$ cat config.mk
export PLATFORM = sky130hd
export DESIGN_NAME = reg_serial_tx
export DESIGN_NICKNAME = d
export VERILOG_FILES = /design/src/rtl/reg_serial_pkg.sv /design/src/rtl/reg_serial_bit_timer.sv /design/src/rtl/reg_serial_tx.sv
export SDC_FILE = /design/constraint.sdc
export NUM_CORES = 1
export LEC_CHECK = 0
export CORE_ASPECT_RATIO = 1.4
export CORE_MARGIN = 1.5
export CORE_UTILIZATION = 45
export DETAILED_ROUTE_END_ITERATION = 10
export PLACE_DENSITY = 0.66
export SETUP_SLACK_MARGIN = 0.1
export SLEW_MARGIN = 20
export SYNTH_ARGS = -nofsm -noshare
export SYNTH_HDL_FRONTEND = slang
export SYNTH_SLANG_ARGS = --single-unit
$ cat constraint.sdc
create_clock -name clk -period 2.78 [get_ports clk]
set_clock_uncertainty 0.15 [all_clocks]
set_input_delay 0.834 -clock clk [delete_from_list [all_inputs] [get_ports clk]]
set_output_delay 0.834 -clock clk [all_outputs]
set_load 0.02 [all_outputs]
$ cat src/rtl/reg_serial_pkg.sv
// Shared state encoding and line levels for the serial transmitter.
package reg_serial_pkg;

  typedef enum logic [2:0] {
    IDLE   = 3'd0,
    START  = 3'd1,
    DATA   = 3'd2,
    PARITY = 3'd3,
    STOP   = 3'd4
  } tx_state_t;

  localparam logic IDLE_LEVEL  = 1'b1;
  localparam logic START_LEVEL = 1'b0;
  localparam logic STOP_LEVEL  = 1'b1;

endpackage

$ cat src/rtl/reg_serial_bit_timer.sv
// Bit-time counter: pulses bit_done on the last clock of every bit while run is high.
module reg_serial_bit_timer #(
  parameter int unsigned BIT_CYCLES = 4
) (
  input  logic clk,
  input  logic rst_,
  input  logic run,
  output logic bit_done
);

  localparam int unsigned CW = $clog2(BIT_CYCLES + 1);
  localparam logic [CW-1:0] LAST = CW'(BIT_CYCLES - 1);

  logic [CW-1:0] cnt;

  always_ff @(posedge clk or negedge rst_) begin
    if (!rst_)
      cnt <= '0;
    else if (!run || cnt == LAST)
      cnt <= '0;
    else
      cnt <= cnt + 1'b1;
  end

  assign bit_done = run && (cnt == LAST);

endmodule

$ cat src/rtl/reg_serial_tx.sv
// Byte-to-serial transmitter: start(0), data LSB first, stop(1), each bit BIT_CYCLES clocks.
// Define REG_SERIAL_TX_PARITY_EN to insert an even-parity bit before the stop bit.
module reg_serial_tx
  import reg_serial_pkg::*;
#(
  parameter int unsigned DATA_W     = 8,
  parameter int unsigned BIT_CYCLES = 4
) (
  input  logic              clk,
  input  logic              rst_,
  input  logic [DATA_W-1:0] data,
  input  logic              enable,
  output logic              ready,
  output logic              busy,
  output logic              tx
);

  localparam int unsigned IW = $clog2(DATA_W + 1);
  localparam logic [IW-1:0] LAST_IDX = IW'(DATA_W - 1);

  tx_state_t         state_q, state_d;
  logic [DATA_W-1:0] shift_q, shift_d;
  logic [IW-1:0]     idx_q, idx_d;
  logic              tx_q, tx_d;
  logic              ready_q, ready_d;
  logic              busy_q, busy_d;
  logic              load;
  logic              bit_done;

  assign load = enable && ready_q;

  reg_serial_bit_timer #(
    .BIT_CYCLES (BIT_CYCLES)
  ) u_timer (
    .clk      (clk),
    .rst_     (rst_),
    .run      (state_q != IDLE),
    .bit_done (bit_done)
  );

`ifdef REG_SERIAL_TX_PARITY_EN
  logic par_q;

  always_ff @(posedge clk or negedge rst_) begin
    if (!rst_)
      par_q <= 1'b0;
    else if (state_q == IDLE && load)
      par_q <= ^data;
  end
`endif

  always_ff @(posedge clk or negedge rst_) begin
    if (!rst_) begin
      state_q <= IDLE;
      shift_q <= '0;
      idx_q   <= '0;
      tx_q    <= IDLE_LEVEL;
      ready_q <= 1'b1;
      busy_q  <= 1'b0;
    end else begin
      state_q <= state_d;
      shift_q <= shift_d;
      idx_q   <= idx_d;
      tx_q    <= tx_d;
      ready_q <= ready_d;
      busy_q  <= busy_d;
    end
  end

  always_comb begin
    state_d = state_q;
    shift_d = shift_q;
    idx_d   = idx_q;
    case (state_q)
      IDLE: begin
        if (load) begin
          state_d = START;
          shift_d = data;
          idx_d   = '0;
        end
      end
      START: begin
        if (bit_done) state_d = DATA;
      end
      DATA: begin
        if (bit_done) begin
          shift_d = shift_q >> 1;
          if (idx_q == LAST_IDX) begin
            idx_d = '0;
`ifdef REG_SERIAL_TX_PARITY_EN
            state_d = PARITY;
`else
            state_d = STOP;
`endif
          end else begin
            idx_d = idx_q + 1'b1;
          end
        end
      end
      PARITY: begin
        if (bit_done) state_d = STOP;
      end
      STOP: begin
        if (bit_done) state_d = IDLE;
      end
      default: state_d = IDLE;
    endcase
  end

  // Outputs are decoded from the next state so the registered line changes on the same edge as the state.
  always_comb begin
    tx_d    = IDLE_LEVEL;
    ready_d = (state_d == IDLE);
    busy_d  = (state_d != IDLE);
    case (state_d)
      IDLE:   tx_d = IDLE_LEVEL;
      START:  tx_d = START_LEVEL;
      DATA:   tx_d = shift_d[0];
`ifdef REG_SERIAL_TX_PARITY_EN
      PARITY: tx_d = par_q;
`else
      PARITY: tx_d = STOP_LEVEL;
`endif
      STOP:   tx_d = STOP_LEVEL;
      default: tx_d = IDLE_LEVEL;
    endcase
  end

  assign tx    = tx_q;
  assign ready = ready_q;
  assign busy  = busy_q;

endmodule

; ---- Yosys cells after proc, flatten, opt, wreduce, memory -nomap -nowiden
; Index checks and enable logic that the tools add are counted.
[word_totals]
word_cells = 46
register_bits = 21
input_bits = 11
output_inout_bits = 3
[op_classes]
n_reduce_logical = 10
n_addsub = 2
eq_ne = 10
n_mux = 16
[ops]
columns = operator, n
row1 = two-way mux 3 bit, 7
row2 = two-way mux 8 bit, 2
row3 = one-hot mux 8 bit (2 select lines), 1
row4 = one-hot mux 3 bit (5 select lines), 1
row5 = equality test 3 x 2 -> 1 bit (second input constant), 4
row6 = two-way mux 4 bit, 3
row7 = one-hot mux 4 bit (2 select lines), 1
row8 = equality test 3 x 1 -> 1 bit (second input constant), 2
row9 = logical NOT 3 bit, 2
row10 = nonzero test 3 bit, 2
row11 = adder 4 x 1 -> 4 bit (second input constant), 1
row12 = equality test 4 x 3 -> 1 bit (second input constant), 1
row13 = inequality test 2 bit (second input constant), 2
row14 = adder 3 x 1 -> 3 bit (second input constant), 1
row15 = equality test 3 bit (second input constant), 1
row16 = AND reduction 3 bit, 1
row17 = logical AND 1 bit, 2
row18 = one-hot mux 1 bit (2 select lines), 1
row19 = nonzero test 2 bit, 1
row20 = logical NOT 1 bit, 1
row21 = logical OR 1 bit, 1

; ---- Logic depth before layout (Yosys ltp)
; Gate-level depths: netlist of the first run.
[depth]
depth_word = 6
mapped_depth = 7
mapped_depth_nobuf = 6

; ---- By module
; Synthesis of the first run repeated with hierarchy kept, for this count alone.
[unflattened]
cells_unflattened = 97
hier_area_um2 = 1013.5
[modules_own_cells]
columns = module, cells_each, area_each_um2, n_inst
row1 = reg_serial_tx, 87, 878.3, 1
row2 = reg_serial_bit_timer, 10, 135.1, 1

; ---- Least setup slack after synthesis of the first run
; OpenSTA, ideal clock, no wires.
[synth_timing]
path_type = reg-to-reg
start = register u_timer.cnt[0]
end = register tx_q, in the netlist tx
t_required_ns = 2.536
setup_ns = 0.094
arrival_ns = 1.566
path_slack_ns = 0.970
path_stages_with_launch = 8
cell_sequence = dfrtp_1 ha_1 ha_1 nor4bb_1 buf_4 and2_1 a2111oi_2 a31oi_1
[synth_between]
elab_chain_cells = 6
word_cells_on_any_way = 12
cone_classes = eq/ne (3) / mux (8) / reduce/logical (1)
[synth_rtl]
columns = element, line_no
row1 = "start, declared", reg_serial_bit_timer.sv:14  ; logic [CW-1:0] cnt;
row2 = "start signal, assigned", reg_serial_bit_timer.sv:22  ; cnt <= cnt + 1'b1;
row3 = equality test 3 x 2 -> 1 bit (*), reg_serial_bit_timer.sv:25  ; assign bit_done = run && (cnt == LAST);
row4 = logical AND 1 bit (*), reg_serial_bit_timer.sv:25
row5 = two-way mux 3 bit (on tied branches), -
row6 = one-hot mux 3 bit (5 select lines), reg_serial_tx.sv:74  ; case (state_q)
row7 = equality test 3 x 2 -> 1 bit or equality test 3 x 1 -> 1 bit (tied branches), reg_serial_tx.sv:115  ; case (state_d)
row8 = one-hot mux 1 bit (2 select lines) (*), reg_serial_tx.sv:115
row9 = net tx_d, reg_serial_tx.sv:24  ; logic tx_q, tx_d;
row10 = "end signal, assigned", reg_serial_tx.sv:64  ; tx_q <= tx_d;
row11 = "end, declared", reg_serial_tx.sv:24
; The timed path passes the listed nets; every way through them passes the cells marked *. The select of a mux whose other input is x is not followed.
; A chain may end at the register's enable or synchronous reset.

; ---- Final worst setup path of the first run
[layout_timing]
start = register ready_q, in the netlist ready
end = output ready
[layout_rtl]
columns = element, line_no
row1 = "start, declared", reg_serial_tx.sv:25  ; logic ready_q, ready_d;
row2 = "start signal, assigned", reg_serial_tx.sv:65  ; ready_q <= ready_d;
row3 = "end, declared", reg_serial_tx.sv:13  ; output logic ready,
; No word-level cell between the ends.

==> reports/metrics.csv, run 1 <==
stage,metric,value,unit
run_status,result of the run,finished clean,
synth,Avg Synthesized Cell Area,10.3,um2
clock_network,number of buffers inserted for hold repair after clock tree synthesis,0,
finish,Post-Layout Cell Count,138,
power_and_ir_drop,power after layout,0.000634,W
critical_path,top cell family by delay on the critical path,buffers and inverters,
synth,post-synth net total,115,
finish,"commonest cells after routing, fill and taps aside","sky130_fd_sc_hd__nand2_1, sky130_fd_sc_hd__dfrtp_1, sky130_fd_sc_hd__clkdlybuf4s50_1",
floorplan,number of top-level pins,14,
floorplan,cell row count,20,
synth,count of mapped cells out of synthesis,101,
clock_network,clock tree from TritonCTS,built,
min_path,min-delay worst type,flip-flop to flip-flop,
critical_path,worst-path maximum fanout,3,
sta,Post-Route Setup TNS,0,ns
finish,fraction of layout instances using a drive strength above 1,13.8,%
sta,number of pins with negative max-slew slack in the final report,0,
finish,number of diodes,0,
synth,Seq cells post-synth,21,
finish,filler cell count in the final layout,199,
grt,global-route wire length before repair,3.46,mm
sta,count of final setup violators,0,
job,max cap viols,0,
clock_network,number of buffers created by CTS,3,
critical_path,worst setup path class,flip-flop to primary output,
clock_network,number of post-CTS setup repair buffers,0,
sta,max_slew headroom,72.2,%
grt,Congestion Overflow GR,0,
critical_path,cells traversed along the worst timing path,clkdlybuf4s50_1,
finish,"commonest non-fill, non-tap cell in the layout",sky130_fd_sc_hd__nand2_1,
critical_path,max incr delay on CP,0.61,ns
sta,RSZ-0062 raised after global routing,no,
place,Buffers on Ports,13,
power_and_ir_drop,Power Density,519,mW/mm2
synth,number of library cell types mapped by synthesis,35,
synth,register area share after synthesis,50.8,%
floorplan,starting density of the core,47.8,%
critical_path,"Data required, critical path",1.80,ns
floorplan,Floorplan Core Area,0.00218,mm2
synth,number of synthesized flops with an enable pin,0,
clock_network,H-tree levels,1,
detailed_routing,Vias,788,
place,Post-Place Cells,134,
sta,minimum clock period,2.47,ns
sta,"Hold Violations, Final",0,
sta,highest attainable clock frequency,0.406,GHz
critical_path,nature of the critical path startpoint,flip-flop,
floorplan,Die H,59.9,um
place,final weighted congestion in routability-driven placement,0.794,
clock_network,"Reg clk slew, reported paths",0.11,ns
critical_path,"Slowest-stage cell, CP",sky130_fd_sc_hd__clkdlybuf4s50_1,
synth,fraction of registers with async set/reset,100,%
clock_network,Clock Path Buffers,2,
finish,layout overhead on the synthesized area,17.3,%
clock_network,cts repair resizes,0,
power_and_ir_drop,worst supply voltage drop on vdd,0.333,mV
critical_path,WP buf/inv,1,
grt,via count of the first global-routing pass,783,
floorplan,width of the die,43.6,um
detailed_routing,DR DRC count,0,
finish,Finished Core Util,56.0,%
critical_path,arrival time at the worst endpoint,1.48,ns
clock_network,clock tree root driver cell,sky130_fd_sc_hd__clkbuf_4,
power_and_ir_drop,total leakage power,0.540,nW
detailed_routing,mean number of vias per cell,5.71,
synth,Yosys warning total,0,
detailed_routing,count of routing violations after the opening detailed-route iteration,11,
detailed_routing,total wirelength of the detailed-routed design,2.01,mm
sta,Slew @ Worst Pin,0.415,ns
place,HPWL after DPL,1.52,mm
finish,Final Net Count,131,
synth,cell area after synthesis,0.00104,mm2
synth,most frequently used flop master after synthesis,sky130_fd_sc_hd__dfrtp_1,
clock_network,TritonCTS Sinks,21,
clock_network,clock latency reported for the late side of the worst-skew pair,0.30,ns
floorplan,total die area,0.00261,mm2
place,minimum setup slack after placement,0.426,ns
detailed_routing,average wire per standard cell,14.5,um
sta,final worst-path setup slack,0.315,ns
grt,antenna violations before repair,0,
detailed_routing,first-pass iteration count of the detailed router,4,
grt,pin count of the biggest net entering global routing,22,
grt,Total GRT Usage,17.6,%
critical_path,nature of the critical path endpoint,primary output,
sta,share of the clock period used by the worst path,88.7,%
detailed_routing,Antenna Nets Post-Route,0,
==> final timing paths <==
check | start | endpoint | slack [ns] | cells past startpoint
max in group asynchronous | rst_ | ready | 1.50 | 2
min in group asynchronous | rst_ | busy | 0.70 | 2
min reg2reg | u_timer.cnt[0] | u_timer.cnt[0] | 0.29 | 1
min | u_timer.cnt[0] | u_timer.cnt[0] | 0.29 | 1
max | ready | ready | 0.31 | 1
max reg2reg | u_timer.cnt[0] | tx | 0.61 | 7
==> state kept, by name, summed over array words and instances (netlist names) <==
signal and count:
busy 1, idx_q 4, ready 1, shift_q 8, state_q 3, tx 1
u_timer.cnt 3
==> cell type report <==
cell class | count | area, um2 | area share [%]
Sequential cell | 21 | 528 | 43.3
Multi-Input combinational cell | 71 | 469 | 38.5
Timing Repair Buffer | 16 | 153 | 12.5
Tap cell | 22 | 27.5 | 2.26
Clock buffer | 3 | 22.5 | 1.85
Inverter | 4 | 15.0 | 1.23
Clock inverter | 1 | 5.00 | 0.410
==> power breakdown <==
group / switching [W] / leakage [nW] / internal, W
Sequential: 0.0000229 / 0.267 / 0.000339
Combinational: 0.0000645 / 0.255 / 0.0000604
Clock: 0.0000932 / 0.0177 / 0.0000535
==> cell families (layout without fill, tap and decap cells) <==
logic type	count (synthesis)	count (layout)	synth area share, %
AO/OA/AOI/OAI	20	20	16.1
adder cells (fa/ha/maj)	3	3	3.61
buffers and inverters	9	24	4.09
flip-flops	21	21	50.8
AND/OR/NAND/NOR	48	48	25.4
==> routing by layer <==
metal  global-route usage, %  share of wire, %  vias up
met5                       0                 0        -
met4                    6.06              0.95        0
met3                    2.11               3.2        2
met2                    30.7                53       12
met1                    22.2                42      386
li1                        -                 -      388
==> synth_stat cells (2+ instances only) <==
master                      instances  area [um2]
sky130_fd_sc_hd__nand2_1           21        78.8
sky130_fd_sc_hd__dfrtp_1           19         475
sky130_fd_sc_hd__a22oi_1            6        45.0
sky130_fd_sc_hd__nand3_1            5        25.0
sky130_fd_sc_hd__buf_2              4        20.0
sky130_fd_sc_hd__inv_1              4        15.0
sky130_fd_sc_hd__nor2_1             4        15.0
sky130_fd_sc_hd__o21ai_1            4        20.0
sky130_fd_sc_hd__ha_1               3        37.5
sky130_fd_sc_hd__nand3b_1           3        22.5
sky130_fd_sc_hd__dfstp_2            2        52.6
sky130_fd_sc_hd__nor3_1             2        10.0
sky130_fd_sc_hd__o2111ai_1          2        17.5
==> stage by stage <==
step                      area, um2  hold WS, ns
after floorplan                1040        0.265
after global placement         1190        0.281
after detailed placement       1190        0.286
after CTS                      1220        0.303
after global routing           1220        0.330
final                          1220        0.294
(Power assumes the default switching activity.)
==> run 2, diff against run 1 <==
--- a/config.mk
+++ b/config.mk
@@ -8,6 +8,7 @@
 export CORE_ASPECT_RATIO = 1.4
 export CORE_MARGIN = 1.5
 export CORE_UTILIZATION = 45
+export CTS_BUF_LIST = sky130_fd_sc_hd__clkbuf_2
 export DETAILED_ROUTE_END_ITERATION = 10
 export PLACE_DENSITY = 0.66
 export SETUP_SLACK_MARGIN = 0.1
==> run 2 against run 1 <==
  * Clock-buffer cell count did not move
  * Core utilization fell by 0.34 points
  * Via count rose by 0.13%
  * First-iteration DRC count rose by 110%
  * Non-clock buffer count did not move
  * Worst setup slack got worse by 0.049 ns
  * Combinational power barely moved
  * Global-route usage rose by 0.19 points
  * Design area fell by 0.62%
  * Critical path type unchanged
  * Critical path depth did not move
  * Fmax fell by 1.9%
  * Total power fell by 3.1%
==> reports/metrics.csv, run 2 (same netlist as run 1, synthesis figures left out) <==
stage,metric,value,unit,change
run_status,result of the run,finished clean,,unchanged
detailed_routing,Antenna Nets Post-Route,0,,unchanged
clock_network,"Reg clk slew, reported paths",0.19,ns,was 0.11 ns
clock_network,clock tree root driver cell,sky130_fd_sc_hd__clkbuf_2,,was sky130_fd_sc_hd__clkbuf_4
floorplan,total die area,0.00261,mm2,unchanged
detailed_routing,total wirelength of the detailed-routed design,2.02,mm,was 2.01 mm
clock_network,cts repair resizes,0,,unchanged
power_and_ir_drop,Internal Dissipation,0.000432,W,was 0.000453 W
finish,area of all placed cells without fillers,0.00121,mm2,was 0.00122 mm2
place,final weighted congestion in routability-driven placement,0.794,,unchanged
grt,met3 Resource Use GR,2.42,%,was 2.11%
finish,"commonest cells after routing, fill and taps aside","sky130_fd_sc_hd__nand2_1, sky130_fd_sc_hd__dfrtp_1, sky130_fd_sc_hd__clkdlybuf4s50_1",,unchanged
clock_network,TritonCTS Sinks,21,,unchanged
power_and_ir_drop,net switching share of the total power,29.6,%,was 28.5%
critical_path,cells traversed along the worst timing path,clkdlybuf4s50_1,,unchanged
clock_network,Clock Path Buffers,2,,unchanged
power_and_ir_drop,Power Density,506,mW/mm2,was 519 mW/mm2
floorplan,Die H,59.9,um,unchanged
grt,via count of the first global-routing pass,792,,was 783
sta,Post-Route Setup TNS,0,ns,unchanged
critical_path,nature of the critical path endpoint,primary output,,unchanged
power_and_ir_drop,Seq pwr share,59.0,%,was 57.1%
finish,fraction of layout instances using a drive strength above 1,13.8,%,unchanged
critical_path,max incr delay on CP,0.61,ns,about the same
sta,"Hold Violations, Final",0,,unchanged
sta,max_slew headroom,72.4,%,was 72.2%
grt,met2 Use GR,31.3,%,was 30.7%
clock_network,number of post-CTS setup repair buffers,0,,unchanged
floorplan,cell row count,20,,unchanged
clock_network,H-tree levels,1,,unchanged
grt,Total GRT Usage,17.8,%,was 17.6%
grt,most heavily used metal layer in global routing,met2,,unchanged
finish,"commonest non-fill, non-tap cell in the layout",sky130_fd_sc_hd__nand2_1,,unchanged
detailed_routing,count of routing violations after the opening detailed-route iteration,23,,was 11
finish,filler cell count in the final layout,197,,was 199
clock_network,number of buffers inserted for hold repair after clock tree synthesis,0,,unchanged
floorplan,number of top-level pins,14,,unchanged
grt,global-route wire length before repair,3.44,mm,was 3.46 mm
finish,flip-flop count of the largest register after layout,8,,unchanged
power_and_ir_drop,reported net switching power,0.000182,W,was 0.000181 W
place,Buffers on Ports,13,,unchanged
power_and_ir_drop,total leakage power,0.539,nW,was 0.540 nW
power_and_ir_drop,worst supply voltage drop on vdd,0.324,mV,was 0.333 mV
clock_network,number of buffers created by CTS,3,,unchanged
finish,Largest regs,"shift_q: 8 flops, idx_q: 4 flops",,unchanged
finish,"Most flops, register",shift_q,,unchanged
sta,highest attainable clock frequency,0.398,GHz,was 0.406 GHz
sta,Slew @ Worst Pin,0.412,ns,was 0.415 ns
critical_path,nature of the critical path startpoint,flip-flop,,unchanged
finish,number of diodes,0,,unchanged
detailed_routing,first-pass iteration count of the detailed router,4,,unchanged
grt,GR Util met1,21.0,%,was 22.2%
sta,RSZ-0062 raised after global routing,no,,unchanged
job,max cap viols,0,,unchanged
place,HPWL after DPL,1.52,mm,unchanged
finish,Final Net Count,131,,unchanged
critical_path,WP buf/inv,1,,unchanged
critical_path,arrival time at the worst endpoint,1.53,ns,was 1.48 ns
sta,final hold slack,0.301,ns,was 0.294 ns
floorplan,width of the die,43.6,um,unchanged
min_path,min-delay worst type,flip-flop to flip-flop,,unchanged
detailed_routing,DR DRC count,0,,unchanged
finish,Finished Core Util,55.7,%,was 56.0%
grt,pin count of the biggest net entering global routing,22,,unchanged
place,Placement Cell Area,0.00119,mm2,unchanged
finish,layout overhead on the synthesized area,16.6,%,was 17.3%
floorplan,starting density of the core,47.8,%,unchanged
floorplan,Floorplan Core Area,0.00218,mm2,unchanged
critical_path,"Data required, critical path",1.80,ns,about the same
power_and_ir_drop,clock network power share,20.7,%,was 23.2%
critical_path,worst setup path class,flip-flop to primary output,,unchanged
detailed_routing,Vias,789,,was 788
critical_path,top cell family by delay on the critical path,flip-flops,,was buffers and inverters
sta,number of pins with negative max-slew slack in the final report,0,,unchanged
sta,minimum clock period,2.51,ns,was 2.47 ns
sta,share of the clock period used by the worst path,90.4,%,was 88.7%
detailed_routing,average wire per standard cell,14.7,um,was 14.5 um
detailed_routing,mean number of vias per cell,5.72,,was 5.71
critical_path,"Slowest-stage cell, CP",sky130_fd_sc_hd__dfstp_2,,was sky130_fd_sc_hd__clkdlybuf4s50_1
grt,Congestion Overflow GR,0,,unchanged
power_and_ir_drop,combinational power share,20.3,%,was 19.7%
critical_path,worst-path maximum fanout,3,,unchanged
clock_network,clock tree from TritonCTS,built,,unchanged
sta,count of final setup violators,0,,unchanged
grt,antenna violations before repair,0,,unchanged
clock_network,clock latency reported for the late side of the worst-skew pair,0.32,ns,was 0.30 ns
==> run 2: power groups by stage <==
stage | sequential, W | combinational (W) | clock [W]
3_3_place_gp | 0.000367 | 0.000124 | 0
4_1_cts | 0.000362 | 0.000126 | 0.000130
5_1_grt | 0.000365 | 0.000141 | 0.000142
3_5_place_dp | 0.000368 | 0.000126 | 0
6_report | 0.000362 | 0.000125 | 0.000127
2_1_floorplan | 0.000366 | 0.0000751 | 0
==> run 2: worst register-to-register path, cell delays in order, from the launching register on <==
cell                        delay, ns
sky130_fd_sc_hd__dfrtp_1         0.42
sky130_fd_sc_hd__ha_1            0.20
sky130_fd_sc_hd__ha_1            0.32
sky130_fd_sc_hd__nor4bb_1        0.20
sky130_fd_sc_hd__buf_4           0.19
sky130_fd_sc_hd__and2_1          0.19
sky130_fd_sc_hd__a2111oi_2       0.34
sky130_fd_sc_hd__a31oi_1         0.10
==> run 2: routing by layer <==
| metal | wire length [um] | share of wire, % |
|---|---|---|
| met1 | 809 | 40 |
| met4 | 36 | 1.8 |
| met2 | 1100 | 54 |
| met3 | 76 | 3.8 |
| met5 | 0 | 0 |
==> run 2: path summary, 6_finish.rpt <==
check	startpoint	to	slack, ns	cells after the start
worst max-delay path	ready	ready	0.27	1
worst min-delay path	u_timer.cnt[0]	u_timer.cnt[0]	0.30	1
max in group asynchronous	rst_	ready	1.55	2
min in group asynchronous	rst_	busy	0.66	2
worst max register to register	u_timer.cnt[0]	tx	0.60	7
worst min register to register	u_timer.cnt[0]	u_timer.cnt[0]	0.30	1
==> run 2: per-stage QoR <==
step	cells	power [W]	setup slack [ns]
floorplan	101	0.000441	0.970
global placement	134	0.000490	0.448
detailed placement	134	0.000494	0.426
CTS	138	0.000619	0.252
global route	138	0.000649	0.224
finish	138	0.000614	0.266
==> run 2: final cells by class <==
| type | instances | area, um2 | area share [%] |
|---|---|---|---|
| Sequential cell | 21 | 528 | 43.6 |
| Clock buffer | 3 | 15.0 | 1.24 |
| Timing Repair Buffer | 16 | 153 | 12.6 |
| Clock inverter | 1 | 5.00 | 0.413 |
| Tap cell | 22 | 27.5 | 2.27 |
| Inverter | 4 | 15.0 | 1.24 |
| Multi-Input combinational cell | 71 | 469 | 38.7 |
==> run 3, diff against run 2 <==
--- a/config.mk
+++ b/config.mk
@@ -10,7 +10,7 @@
 export CORE_UTILIZATION = 45
 export CTS_BUF_LIST = sky130_fd_sc_hd__clkbuf_2
 export DETAILED_ROUTE_END_ITERATION = 10
-export PLACE_DENSITY = 0.66
+export PLACE_DENSITY = 0.67
 export SETUP_SLACK_MARGIN = 0.1
 export SLEW_MARGIN = 20
 export SYNTH_ARGS = -nofsm -noshare
==> run 3 against run 2 <==
  * Clock-buffer cell count up 1
  * Fmax up 0.44%
  * Non-clock buffer count up 1
  * Hold slack better by 0.011 ns
  * Critical path depth unchanged
  * Design area up 0.62%
  * Core utilization up 0.34 points
  * Global-route usage up 0.49 points
  * Worst setup slack better by 0.011 ns
  * Combinational power about the same
  * Die area unchanged
  * Sequential cell count unchanged
  * Critical endpoint unchanged
  * Largest power group unchanged
==> reports/metrics.csv, run 3 (same netlist as run 1, synthesis figures left out) <==
stage,metric,value,unit,change
critical_path,worst-path maximum fanout,3,,unchanged
grt,via count of the first global-routing pass,795,,was 792
finish,"Most flops, register",shift_q,,unchanged
critical_path,number of logic stages on the critical path including buffering,1,,unchanged
place,final weighted congestion in routability-driven placement,0.748,,was 0.794
finish,fraction of layout instances using a drive strength above 1,14.5,%,was 13.8%
place,Buffers on Ports,13,,unchanged
finish,number of diodes,0,,unchanged
power_and_ir_drop,Seq pwr share,59.1,%,was 59.0%
critical_path,Critical R2R Capture,tx,,unchanged
finish,"commonest non-fill, non-tap cell in the layout",sky130_fd_sc_hd__nand2_1,,unchanged
power_and_ir_drop,reported net switching power,0.000175,W,was 0.000182 W
floorplan,total die area,0.00261,mm2,unchanged
floorplan,cell row count,20,,unchanged
grt,met3 Resource Use GR,2.11,%,was 2.42%
critical_path,worst setup path class,flip-flop to primary output,,unchanged
floorplan,number of top-level pins,14,,unchanged
clock_network,TritonCTS Sinks,21,,unchanged
critical_path,nature of the critical path endpoint,primary output,,unchanged
critical_path,top cell family by delay on the critical path,buffers and inverters,,was flip-flops
clock_network,Clock Path Buffers,2,,unchanged
critical_path,nature of the critical path startpoint,flip-flop,,unchanged
sta,share of the clock period used by the worst path,90.0,%,was 90.4%
power_and_ir_drop,worst supply voltage drop on vdd,0.347,mV,was 0.324 mV
detailed_routing,Antenna Nets Post-Route,0,,unchanged
detailed_routing,mean number of vias per cell,5.58,,was 5.72
detailed_routing,total wirelength of the detailed-routed design,1.99,mm,was 2.02 mm
power_and_ir_drop,net switching share of the total power,28.6,%,was 29.6%
clock_network,"Reg clk slew, reported paths",0.19,ns,about the same
clock_network,cts repair resizes,0,,unchanged
finish,Final Net Count,132,,was 131
clock_network,H-tree levels,1,,unchanged
sta,final worst-path setup slack,0.277,ns,was 0.266 ns
sta,number of pins with negative max-slew slack in the final report,0,,unchanged
critical_path,WP buf/inv,1,,unchanged
sta,Slew @ Worst Pin,0.401,ns,was 0.412 ns
grt,GR Util met1,22.9,%,was 21.0%
grt,Total GRT Usage,18.3,%,was 17.8%
detailed_routing,Vias,775,,was 789
critical_path,endpoint of the worst setup timing path,ready,,unchanged
clock_network,clock latency reported for the late side of the worst-skew pair,0.31,ns,was 0.32 ns
job,max cap viols,0,,unchanged
sta,minimum clock period,2.50,ns,was 2.51 ns
finish,"commonest cells after routing, fill and taps aside","sky130_fd_sc_hd__nand2_1, sky130_fd_sc_hd__dfrtp_1, sky130_fd_sc_hd__clkdlybuf4s50_1",,unchanged
critical_path,"Slowest-stage cell, CP",sky130_fd_sc_hd__clkdlybuf4s50_1,,was sky130_fd_sc_hd__dfstp_2
finish,Largest regs,"shift_q: 8 flops, idx_q: 4 flops",,unchanged
min_path,min-delay worst type,flip-flop to flip-flop,,unchanged
clock_network,number of post-CTS setup repair buffers,0,,unchanged
place,HPWL after DPL,1.46,mm,was 1.52 mm
grt,pin count of the biggest net entering global routing,22,,unchanged
sta,RSZ-0062 raised after global routing,no,,unchanged
critical_path,arrival time at the worst endpoint,1.52,ns,was 1.53 ns
sta,max_slew headroom,73.3,%,was 72.4%
finish,layout overhead on the synthesized area,17.3,%,was 16.6%
critical_path,cells traversed along the worst timing path,clkdlybuf4s50_1,,unchanged
floorplan,Floorplan Core Area,0.00218,mm2,unchanged
sta,Post-Route Setup TNS,0,ns,unchanged
grt,global-route wire length before repair,3.55,mm,was 3.44 mm
grt,most heavily used metal layer in global routing,met2,,unchanged
run_status,result of the run,finished clean,,unchanged
detailed_routing,average wire per standard cell,14.3,um,was 14.7 um
grt,Congestion Overflow GR,0,,unchanged
finish,flip-flop count of the largest register after layout,8,,unchanged
floorplan,width of the die,43.6,um,unchanged
power_and_ir_drop,combinational power share,20.0,%,was 20.3%
power_and_ir_drop,power after layout,0.000613,W,was 0.000614 W
clock_network,number of buffers created by CTS,3,,unchanged
sta,"Hold Violations, Final",0,,unchanged
critical_path,worst setup path startpoint,ready,,unchanged
detailed_routing,DR DRC count,0,,unchanged
clock_network,clock tree root driver cell,sky130_fd_sc_hd__clkbuf_2,,unchanged
power_and_ir_drop,Internal Dissipation,0.000438,W,was 0.000432 W
clock_network,clock tree from TritonCTS,built,,unchanged
grt,met2 Use GR,30.7,%,was 31.3%
detailed_routing,first-pass iteration count of the detailed router,4,,unchanged
power_and_ir_drop,Power Density,503,mW/mm2,was 506 mW/mm2
critical_path,minimum setup slack among reg-to-reg paths,0.58,ns,was 0.60 ns
sta,count of final setup violators,0,,unchanged
grt,antenna violations before repair,0,,unchanged
floorplan,starting density of the core,47.8,%,unchanged
critical_path,"Data required, critical path",1.80,ns,about the same
critical_path,cells on worst reg2reg path,7,,unchanged
detailed_routing,count of routing violations after the opening detailed-route iteration,16,,was 23
power_and_ir_drop,clock network power share,20.9,%,was 20.7%
critical_path,max incr delay on CP,0.61,ns,about the same
clock_network,number of buffers inserted for hold repair after clock tree synthesis,0,,unchanged
critical_path,origin of the critical flop-to-flop path,u_timer.cnt[0],,unchanged
sta,highest attainable clock frequency,0.400,GHz,was 0.398 GHz
place,minimum setup slack after placement,0.396,ns,was 0.426 ns
floorplan,Die H,59.9,um,unchanged
power_and_ir_drop,total leakage power,0.545,nW,was 0.539 nW
run 3: cell count changes in the layout (fill, tap and decap cells not counted), sizes merged:
cell | before | now
clkbuf | 3 | 4
clkinv | 1 | 0
buf | 3 | 4
run 3: stage by stage:
step	hold slack (ns)	area, um2	std cells	utilization [%]
finish	0.312	1220	139	56.0
global route	0.336	1220	139	56.0
CTS	0.329	1220	139	56.0
detailed placement	0.306	1200	135	55.1
global placement	0.290	1200	135	55.1
floorplan	0.265	1040	101	-
run 3: routing by layer:
layer,share of wire [%],up-vias
li1,-,390
met1,42,366
met2,54,17
met3,2.9,2
met4,0.95,0
met5,0,-
run 3: area by class of cell:
type / count / area [um2]
fill: 216 / 957
sequential: 21 / 528
multi-input combinational: 71 / 469
timing repair buffer: 17 / 160
tap: 22 / 27.5
clock buffer: 4 / 20.0
inverter: 4 / 15.0
run 3: worst min path at each step:
| stage | start | end | slack (ns) | cells past startpoint |
|---|---|---|---|---|
| after floorplan | u_timer.cnt[0] | u_timer.cnt[0] | 0.26 | 1 |
| after global placement | u_timer.cnt[0] | u_timer.cnt[0] | 0.29 | 1 |
| after detailed placement | u_timer.cnt[0] | u_timer.cnt[0] | 0.31 | 1 |
| after CTS | u_timer.cnt[0] | u_timer.cnt[0] | 0.33 | 1 |
| after global routing | u_timer.cnt[0] | u_timer.cnt[0] | 0.34 | 1 |
| final | u_timer.cnt[0] | u_timer.cnt[0] | 0.31 | 1 |
run 3: power by group through the flow:
stage	Combinational [W]	Sequential, W	Clock [W]
floorplan	0.0000751	0.000366	0
global placement	0.000122	0.000367	0
detailed placement	0.000124	0.000368	0
CTS	0.000124	0.000362	0.000135
global route	0.000140	0.000365	0.000145
finish	0.000123	0.000363	0.000128
